## config.mk

```make
export PLATFORM = sky130hd
export DESIGN_NAME = apb_regw_ctrl
export DESIGN_NICKNAME = d
export VERILOG_FILES = /design/src/rtl/apb_regw_pkg.sv /design/src/rtl/apb_regw_dec.sv /design/src/rtl/apb_regw_ctrl.sv
export SDC_FILE = /design/constraint.sdc
export NUM_CORES = 1
export LEC_CHECK = 0
export ABC_AREA = 0
export ABC_CLOCK_PERIOD_IN_PS = 1490
export CORE_MARGIN = 4
export CORE_UTILIZATION = 30
export CTS_BUF_LIST = sky130_fd_sc_hd__clkbuf_8
export DETAILED_ROUTE_END_ITERATION = 16
export PLACE_DENSITY = 0.67
export SLEW_MARGIN = 20
export SYNTH_ARGS = -nofsm -noshare
export SYNTH_HDL_FRONTEND = slang
export SYNTH_SLANG_ARGS = --single-unit
```

## constraint.sdc

```tcl
create_clock -name PCLK -period 1.49 [get_ports PCLK]
set_clock_uncertainty 0.15 [all_clocks]
set_input_delay 0.298 -clock PCLK [delete_from_list [all_inputs] [get_ports PCLK]]
set_output_delay 0.298 -clock PCLK [all_outputs]
set_load 0.03 [all_outputs]
```

## src/rtl/apb_regw_pkg.sv

```systemverilog
// -----------------------------------------------------------------------------
// apb_regw_pkg
//   Shared definitions for the APB front-end of the regw register slices:
//   - state_t     : APB transfer FSM states
//   - CNT_W       : width of the wait-state counter (WAIT_CYC range 0..15)
//   - MAX_REGWN   : widest select vector the onehot() helper can build
//   - idx_width() : width of a slice index for a given slice count
//   - onehot()    : index -> one-hot vector (all-zero when out of range)
// -----------------------------------------------------------------------------
package apb_regw_pkg;

   typedef enum logic [1:0] {
      IDLE   = 2'd0,
      SETUP  = 2'd1,
      ACCESS = 2'd2
   } state_t;

   localparam int CNT_W     = 4;
   localparam int MAX_REGWN = 32;
   localparam int OH_IDX_W  = 5;  // log2(MAX_REGWN)

   // A single-slice build still needs a 1-bit index.
   function automatic int idx_width(input int n);
      return (n > 1) ? $clog2(n) : 1;
   endfunction

   function automatic logic [MAX_REGWN-1:0] onehot(input logic [31:0] idx);
      logic [MAX_REGWN-1:0] v;
      v = '0;
      if (idx < 32'(MAX_REGWN)) v[idx[OH_IDX_W-1:0]] = 1'b1;
      return v;
   endfunction

endpackage

```

## src/rtl/apb_regw_dec.sv

```systemverilog
// -----------------------------------------------------------------------------
// apb_regw_dec
//   Combinational APB address decoder for the regw slices. Slice i lives at
//   BASE_ADDR+i. Addresses below BASE_ADDR (which wrap around when the base is
//   subtracted) and addresses at or beyond BASE_ADDR+REGWN are misses.
//
// Ports:
//   i_addr    in   AWIDTH  APB address
//   o_onehot  out  REGWN   one-hot slice select, all-zero on a miss
//   o_idx     out  IDX_W   slice index (meaningful only when o_hit=1)
//   o_hit     out  1       address falls inside the slice window
// -----------------------------------------------------------------------------
module apb_regw_dec
   import apb_regw_pkg::*;
#(
   parameter int AWIDTH    = 8,
   parameter int REGWN     = 5,
   parameter int BASE_ADDR = 0,
   parameter int IDX_W     = 3
) (
   input  logic [AWIDTH-1:0] i_addr,
   output logic [REGWN-1:0]  o_onehot,
   output logic [IDX_W-1:0]  o_idx,
   output logic              o_hit
);

   logic [AWIDTH-1:0] w_base;
   logic [AWIDTH-1:0] w_diff;

   assign w_base = AWIDTH'(BASE_ADDR);
   assign w_diff = i_addr - w_base;

   // The lower-bound compare is what rejects addresses that wrap below the
   // base; the difference alone cannot tell them apart from large offsets.
   assign o_hit    = (i_addr >= w_base) && (w_diff < AWIDTH'(REGWN));
   assign o_idx    = IDX_W'(w_diff);
   assign o_onehot = o_hit ? REGWN'(onehot(32'(w_diff))) : '0;

endmodule

```

## src/rtl/apb_regw_ctrl.sv

```systemverilog
// -----------------------------------------------------------------------------
// apb_regw_ctrl
//   APB slave front-end for the regw register slices. Tracks the APB transfer
//   with an IDLE/SETUP/ACCESS FSM, drives one-hot read/write selects to the
//   slices during the setup phase, inserts WAIT_CYC wait states before a
//   registered PREADY, flags out-of-window addresses with PSLVERR and returns
//   the addressed slice's read data on PRDATA.
//
//   Transfer timeline with WAIT_CYC=N (bus setup cycle = FSM IDLE):
//     IDLE (PSEL=1,PENABLE=0) -> SETUP -> ACCESS x (N+1), PREADY in the last.
//
// Ports:
//   PCLK       in   1             clock, rising edge
//   PRESET     in   1             synchronous active-high reset
//   PSEL       in   1             APB select
//   PENABLE    in   1             APB enable
//   PWRITE     in   1             1 = write, 0 = read
//   PADDR      in   AWIDTH        APB address
//   pselw_r    out  REGWN         one-hot read select to the slices
//   pselw_w    out  REGWN         one-hot write select to the slices
//   slv_rdata  in   REGWN*DWIDTH  slice read data, slice i at [i*DWIDTH +: DWIDTH]
//   PRDATA     out  DWIDTH        bus read data (registered)
//   PREADY     out  1             transfer-complete strobe (registered)
//   PSLVERR    out  1             error response, only with PREADY (registered)
// -----------------------------------------------------------------------------
module apb_regw_ctrl
   import apb_regw_pkg::*;
#(
   parameter int DWIDTH    = 8,
   parameter int AWIDTH    = 8,
   parameter int REGWN     = 5,
   parameter int BASE_ADDR = 0,
   parameter int WAIT_CYC  = 0
) (
   input  logic                    PCLK,
   input  logic                    PRESET,
   input  logic                    PSEL,
   input  logic                    PENABLE,
   input  logic                    PWRITE,
   input  logic [AWIDTH-1:0]       PADDR,
   output logic [REGWN-1:0]        pselw_r,
   output logic [REGWN-1:0]        pselw_w,
   input  logic [REGWN*DWIDTH-1:0] slv_rdata,
   output logic [DWIDTH-1:0]       PRDATA,
   output logic                    PREADY,
   output logic                    PSLVERR
);

   localparam int                IDX_W    = idx_width(REGWN);
   localparam logic [CNT_W-1:0]  WAIT_LIM = CNT_W'(WAIT_CYC);

   // Registered transfer context
   state_t             r_state;
   logic [CNT_W-1:0]   r_cnt;
   logic [IDX_W-1:0]   r_idx;
   logic               r_hit;
   logic               r_write;

   // Next-state values
   state_t             w_state_nxt;
   logic [CNT_W-1:0]   w_cnt_nxt;
   logic [CNT_W-1:0]   w_cnt_inc;
   logic [IDX_W-1:0]   w_idx_nxt;
   logic               w_hit_nxt;
   logic               w_write_nxt;
   logic               w_ready_nxt;
   logic               w_err_nxt;
   logic [DWIDTH-1:0]  w_rdata_nxt;
   logic               w_start;

   // Decoder and read mux
   logic [REGWN-1:0]   w_dec_oh;
   logic [IDX_W-1:0]   w_dec_idx;
   logic               w_dec_hit;
   logic               w_sel_en;
   logic [DWIDTH-1:0]  w_slice;

   // ---------------------------------------------------------------------------
   // Address decode of the live bus address; feeds both the selects and the
   // context latched at the start of a transfer.
   // ---------------------------------------------------------------------------
   apb_regw_dec #(
      .AWIDTH    (AWIDTH),
      .REGWN     (REGWN),
      .BASE_ADDR (BASE_ADDR),
      .IDX_W     (IDX_W)
   ) u_dec (
      .i_addr   (PADDR),
      .o_onehot (w_dec_oh),
      .o_idx    (w_dec_idx),
      .o_hit    (w_dec_hit)
   );

   // ---------------------------------------------------------------------------
   // Slice selects: live only while the FSM is waiting for or has just seen a
   // setup phase, so the slices sample them in the setup cycle. Forced low
   // during reset so a master holding PSEL cannot reach the slices.
   // ---------------------------------------------------------------------------
   assign w_sel_en = !PRESET && PSEL && ((r_state == IDLE) || (r_state == SETUP));
   assign pselw_w  = (w_sel_en &&  PWRITE) ? w_dec_oh : '0;
   assign pselw_r  = (w_sel_en && !PWRITE) ? w_dec_oh : '0;

   // ---------------------------------------------------------------------------
   // Read mux on the latched index; only consulted for latched hits, so an
   // out-of-range index never reaches PRDATA.
   // ---------------------------------------------------------------------------
   always_comb begin
      w_slice = '0;
      for (int i = 0; i < REGWN; i++) begin
         if (r_idx == IDX_W'(i)) w_slice = slv_rdata[i*DWIDTH +: DWIDTH];
      end
   end

   assign w_cnt_inc = r_cnt + CNT_W'(1);

   // ---------------------------------------------------------------------------
   // FSM next-state and registered-output next values
   // ---------------------------------------------------------------------------
   always_comb begin
      // NOTE: every signal driven here gets a default first, so no path
      // through the case can leave one unassigned and infer a latch.
      w_state_nxt = r_state;
      w_cnt_nxt   = r_cnt;
      w_idx_nxt   = r_idx;
      w_hit_nxt   = r_hit;
      w_write_nxt = r_write;
      w_ready_nxt = 1'b0;
      w_err_nxt   = 1'b0;
      w_rdata_nxt = PRDATA;
      w_start     = 1'b0;

      case (r_state)
         IDLE: begin
            if (PSEL && !PENABLE) w_start = 1'b1;
         end

         SETUP: begin
            if (!PSEL) begin
               w_state_nxt = IDLE;               // aborted transfer
            end else begin
               w_state_nxt = ACCESS;
               w_ready_nxt = (WAIT_LIM == '0);   // zero waits: ready in 1st ACCESS
            end
         end

         ACCESS: begin
            if (!PSEL) begin
               w_state_nxt = IDLE;               // aborted, or master released bus
            end else if (PREADY) begin
               // Completing cycle: a new setup phase on the same edge chains
               // straight into the next transfer without passing IDLE.
               if (!PENABLE) w_start     = 1'b1;
               else          w_state_nxt = IDLE;
            end else begin
               // PREADY is registered, so it is raised on the edge where the
               // counter steps onto WAIT_CYC.
               w_cnt_nxt   = w_cnt_inc;
               w_ready_nxt = (w_cnt_inc == WAIT_LIM);
            end
         end

         default: w_state_nxt = IDLE;
      endcase

      if (w_start) begin
         w_state_nxt = SETUP;
         w_cnt_nxt   = '0;
         w_idx_nxt   = w_dec_idx;
         w_hit_nxt   = w_dec_hit;
         w_write_nxt = PWRITE;
      end

      // Response data is captured on the edge that enters the PREADY cycle;
      // writes and misses return zero.
      if (w_ready_nxt) begin
         w_err_nxt   = !r_hit;
         w_rdata_nxt = (r_hit && !r_write) ? w_slice : '0;
      end
   end

   // ---------------------------------------------------------------------------
   // State and registered outputs
   // ---------------------------------------------------------------------------
   always_ff @(posedge PCLK) begin
      // NOTE: sequential state uses non-blocking assignments so every register
      // samples its pre-edge inputs regardless of statement order.
      if (PRESET) begin
         r_state <= IDLE;
         r_cnt   <= '0;
         r_idx   <= '0;
         r_hit   <= 1'b0;
         r_write <= 1'b0;
         PRDATA  <= '0;
         PREADY  <= 1'b0;
         PSLVERR <= 1'b0;
      end else begin
         r_state <= w_state_nxt;
         r_cnt   <= w_cnt_nxt;
         r_idx   <= w_idx_nxt;
         r_hit   <= w_hit_nxt;
         r_write <= w_write_nxt;
         PRDATA  <= w_rdata_nxt;
         PREADY  <= w_ready_nxt;
         PSLVERR <= w_err_nxt;
      end
   end

endmodule
```

* After elaboration in Yosys (flattened, before gate mapping)
Cells that the tools add are included.
W data, S select, Z words.
** Cells by class
- Bitwise gates (word level) :: 3
- Eq/ne operators :: 11
- Mux-type cells :: 27
- Add/sub/neg operators :: 1
- Reduce and logical (&&, ||, !) cells :: 22
- $lt $le $gt $ge :: 5
** Operators by type and width (count)
- $mux W8 :: 6
- $mux W5 :: 4
- $mux W1 :: 9
- $reduce_and A3 Y1 :: 3
- $ge A8 B1 Y1 const B :: 1
- $logic_and A1 B1 Y1 :: 8
- $lt A8 B3 Y1 const B :: 1
- $lt A8 B6 Y1 const B :: 1
- $mux W2 :: 4
- $ne A4 B4 Y1 const B :: 2
- $eq A3 B2 Y1 const B :: 2
- $lt A5 B6 Y1 const B :: 1
- $ne A3 B3 Y1 const B :: 2
- $pmux W2 S3 :: 1
- $demux W1 S5 :: 1
- $ge A5 B1 Y1 const B :: 1
- $logic_not A1 Y1 :: 5
- $add A4 B1 Y4 const B :: 1
- $logic_not A4 Y1 :: 1
- $pmux W1 S2 :: 2
- $reduce_or A2 Y1 :: 2
- $eq A3 B1 Y1 const B :: 1
- $eq A3 B3 Y1 const B :: 1
- $logic_not A3 Y1 :: 1
- 6 further kinds :: 8
** Storage, ports and cells
- Input bits :: 53
- Word-level logic and storage cells :: 78
- Output and inout port bits :: 20
- Register bits :: 21

* Depth between registers and ports, before layout
- Depth in word-level cells :: 7
- Gate-level depth with buffers :: 7
- Gate-level depth less buffers :: 6

* Hierarchy
From an unflattened synthesis, not the netlist that was laid out.
** Unflattened totals
- Cell total of the unflattened synthesis :: 143
- Area total of the unflattened synthesis :: 1358.8 µm²
** By module, submodules not included
- apb_regw_ctrl :: cells an instance 129, seq. area each 420.4 µm², area an instance 1248.7 µm², times used 1
- apb_regw_dec :: cells an instance 14, seq. area each 0.0 µm², area an instance 110.1 µm², times used 1

* Worst setup path before layout
No wires, ideal clock.
- Kind :: input to output
- Start point :: input PADDR[4]
- End point :: output pselw_w[1]
- Path slack :: -0.496 ns
- Required time :: 1.042 ns
- Data arrival time :: 1.538 ns
- Buffers on the path :: 0
- Stages on the path :: 4
- Path through :: or4_4 nor3_4 nand3b_1 nor2_1
** Between the ends
- Cells in the longest elaborated chain, start to end :: 7
- Elaborated cells on any way between the ends :: 12
- Those cells by class :: order compare (5); mux (5); reduce/logical (2)
** Ends and longest elaborated chain
- from (decl) :: RTL line apb_regw_ctrl.sv:40 : input logic [AWIDTH-1:0] PADDR,
- $lt A5 B6 Y1 (implied by the code) / $ge A5 B1 Y1 (equally long branches) :: RTL line apb_regw_pkg.sv:30 : if (idx < 32'(MAX_REGWN)) v[idx[OH_IDX_W-1:0]] = 1'b1;
- $logic_and A1 B1 Y1 (implied by the code) :: RTL line apb_regw_pkg.sv:30
- $mux W1 (implied by the code) :: RTL line apb_regw_pkg.sv:30
- $demux W1 S5
- $mux W5 :: RTL line apb_regw_pkg.sv:30
- $mux W5 (*) :: RTL line apb_regw_dec.sv:37 : assign o_onehot = o_hit ? REGWN'(onehot(32'(w_diff))) : '0;
- $mux W5 (*) :: RTL line apb_regw_ctrl.sv:100 : assign pselw_w = (w_sel_en && PWRITE) ? w_dec_oh : '0;
- to (decl) :: RTL line apb_regw_ctrl.sv:42 : output logic [REGWN-1:0] pselw_w,
Mark *: on every way between the ends. The rest lies on a longest branch, timed or not.

* Worst setup path in the final report
- Start point :: input PADDR[5]
- End point :: output pselw_r[3]
** Between the ends
- Cells in the longest elaborated chain, start to end :: 4
- Elaborated cells on any way between the ends :: 7
- Those cells by class :: order compare (3); mux (3); reduce/logical (1)
** Ends and longest elaborated chain
- $lt A8 B6 Y1 (tied with other cells) :: RTL line apb_regw_pkg.sv:30
- $mux W5 / $logic_and A1 B1 Y1 (equally long branches) :: RTL line apb_regw_pkg.sv:30, apb_regw_dec.sv:35
- $mux W5 (*) :: RTL line apb_regw_dec.sv:37
- $mux W5 (*) :: RTL line apb_regw_ctrl.sv:101 : assign pselw_r = (w_sel_en && !PWRITE) ? w_dec_oh : '0;
- to (decl) :: RTL line apb_regw_ctrl.sv:41 : output logic [REGWN-1:0] pselw_r,
Marks and branches as above.

==> results.json <==
{
  "status": "finished, violations left",
  "violations": "negative setup slack",
  "cp-start-kind": "input pin",
  "path_clk_slew_ps": 80,
  "synth.cell_area_mm2": 0.00132,
  "synth-async-reset-ratio_pct": 0,
  "drtPass1Iterations": 4,
  "place_inst": 277,
  "netSwitchingFraction_pct": 25.1,
  "worst_ir_drop_vdd_uv": 314,
  "vias": 1468,
  "min_period_over_period_pct": 145,
  "power_frac_comb_pct": 29.3,
  "dpl_worst_slack_ps": -930,
  "slew_viol_final": 0,
  "fp.dieArea_mm2": 0.00552,
  "tightest_slew_ps": 320,
  "clk_latency_ps": 250,
  "grt_max_degree": 14,
  "busiest_layer": "met2",
  "leakagePower_nw": 1.09,
  "synth.distinct_cells": 35,
  "final_cell_area_mm2": 0.00278,
  "synth_seq_cells": 21,
  "crit_top_cell": "buf_4",
  "power.switching_mw": 0.336,
  "syn_to_final_growth_pct": 111,
  "path_cells": "buf_6 > or4_4 > nor3_4 > buf_4 > nand3_4 > nor2_4 > buf_4",
  "num_antenna_cells": 0,
  "grt_setup_unrepaired": "yes",
  "worst_setup_path_end_kind": "output pin",
  "critPathKind": "input pin to output pin",
  "cts_buffers": 3,
  "grt_use_met3_pct": 2.03,
  "critPathMaxFanout": 4,
  "fmax_ghz": 0.464,
  "power_density_mw_per_mm2": 480,
  "viasPerCell": 5.04,
  "fp.dieW_um": 74.3,
  "syn_nets": 194,
  "ant_nets": 0,
  "placed_area_mm2": 0.00236,
  "clockBufferDepth": 2,
  "grt_use_total_pct": 17.5,
  "grt-ovfl-total": 0,
  "ys.warnings.count": 0,
  "hold_viol_final": 0,
  "grt_pass1_vias": 1606,
  "cts-root-buf": "clkbuf_8",
  "die_y_um": 74.3,
  "use_met2_pct": 33.8,
  "stdcell_count": 291,
  "setup_viol": 31,
  "hold_class": "flop to flop",
  "power_mw": 1.34,
  "power.internal_mw": 1.00,
  "power.share.clock_pct": 27.4,
  "hold_depth": 2,
  "ios": 73,
  "num_rows": 23,
  "finalNetCount": 300,
  "avgRoutedWirePerCell_um": 16.6,
  "max_stage_delay_ps": 550,
  "tritoncts": "yes",
  "drt_iter0_markers": 38,
  "drv_cap": 0,
  "globalRouteMet1Util_pct": 19.6,
  "drc": 0,
  "cts_sinks": 21,
  "coreArea_mm2": 0.00412,
  "ys.flop_type": "dfxtp_1",
  "seq_power_share_pct": 43.3,
  "portBuffers": 72,
  "drive_above_1_share_pct": 49.4,
  "synth_edf_count": 0,
  "syn_area_per_cell_um2": 9.70,
  "ys_seq_area_share_pct": 31.9,
  "slew-limit-headroom_pct": 78.7,
  "wirelength_mm": 4.84,
  "crit_required_ps": 1040,
  "syn_inst": 136,
  "min_period_ps": 2160,
  "cp_slowest_cell": "or4_4",
  "h-tree-depth": 1,
  "ff2ff_path_depth": 9,
  "layout_setup_ws_ps": -667,
  "start_util_pct": 32.0,
  "gp_congestion": 0.830,
  "grt_pass1_wl_mm": 7.52,
  "dp_hpwl_mm": 3.68,
  "antenna_found_initial": 0,
  "hold_ws_ps": 317,
  "arrival_ps": 1710
}
-- timing repair --
item / in CTS / in global routing
buffers inserted: 6 / 7
pin swaps: 18 / 6
cloned: 1 / 0
gates resized for setup: 57 / 34
setup endpoints to repair: 39 / 35
hold buffers: 0 / 0
-- sequential cells by signal, summed over array words and instances, names as in the netlist --
signal,flops
r_state,2
PSLVERR,1
PREADY,1
r_cnt,4
r_hit,1
PRDATA,8
r_write,1
r_idx,3
-- metrics by stage --
stage	util [%]	setup TNS (ps)
4_1_cts	63.9	-9890
3_5_place_dp	57.5	-17930
5_1_grt	67.6	-12000
3_3_place_gp	57.5	-16570
6_report	67.6	-9820
2_1_floorplan	-	-3670
-- layout make-up --
cell class,instances,area (um^2)
well taps,50,62.6
clock buffers,3,41.3
fillers,307,1330
repair buffers,108,1050
inverters,5,25.0
multi-input cells,103,1170
clock inverters,1,3.75
flip-flops and latches,21,429
-- layout by cell type, fill, tap and decap left out, drive strengths merged, types with 2 or more instances in the layout --
| cell | count |
|---|---|
| a21oi | 3 |
| clkdlybuf4s50 | 46 |
| mux4 | 8 |
| nand2 | 12 |
| inv | 5 |
| ha | 5 |
| xnor2 | 2 |
| dlygate4sd2 | 6 |
| nor2 | 21 |
| clkdlybuf4s15 | 5 |
| o2111ai | 2 |
| nor3 | 8 |
| nand3b | 3 |
| xor2 | 3 |
| dfxtp | 21 |
| nor3b | 2 |
| buf | 50 |
| clkbuf | 4 |
| nand3 | 4 |
| a22oi | 8 |
| mux2i | 13 |
-- synthesized netlist by cell type, types with 2 or more instances --
master	count	share of area, %
dfxtp_1	21	32
nor2_1	21	6.0
mux2i_1	13	9.9
nand2_1	12	3.4
a22oi_1	8	4.6
mux4_2	8	14
nor3_1	6	2.3
ha_1	5	4.7
inv_1	4	1.1
nand3_1	4	1.5
a21oi_1	3	1.1
xor2_1	3	2.0
buf_1	2	0.57
buf_6	2	1.7
nand3b_1	2	1.1
o2111ai_1	2	1.3
xnor2_1	2	1.3
-- power groups by stage --
stage          Clock (mW)  Combinational (mW)  Sequential, mW
2_1_floorplan           0               0.121           0.588
3_3_place_gp            0               0.322           0.589
3_5_place_dp            0               0.333           0.589
4_1_cts             0.373               0.371           0.577
5_1_grt             0.398               0.414           0.581
6_report            0.366               0.392           0.579
-- layer usage --
metal  share of wire [%]  vias up
li1                    -      701
met1                  38      725
met2                  57       31
met3                 3.1       11
met4                 2.0        0
met5                   0        -
-- critical path, delay by kind of cell --
kind	cells	cell delay, ps
AND/OR/NAND/NOR	4	990
buffers and inverters	3	420
-- worst paths after layout --
check / from / end / slack, ps
max: PADDR[5] / pselw_r[3] / -670
min: PRDATA[7] / PRDATA[7] / 320
max reg2reg: r_state[0] / PRDATA[4] / -270
min reg2reg: PRDATA[7] / PRDATA[7] / 320
-- kinds of logic (layout without fill, tap and decap cells) --
kind of cell | Yosys count | in the layout | synth area share (%)
buffers and inverters | 12 | 117 | 4.93
AND/OR/NAND/NOR | 55 | 55 | 22.2
flip-flops | 21 | 21 | 31.9
multiplexers | 22 | 22 | 24.4
XOR/XNOR | 5 | 5 | 3.32
AO/OA/AOI/OAI | 16 | 16 | 8.54
adder cells (fa/ha/maj) | 5 | 5 | 4.74
No activity file was read; power rests on OpenSTA's default activity.
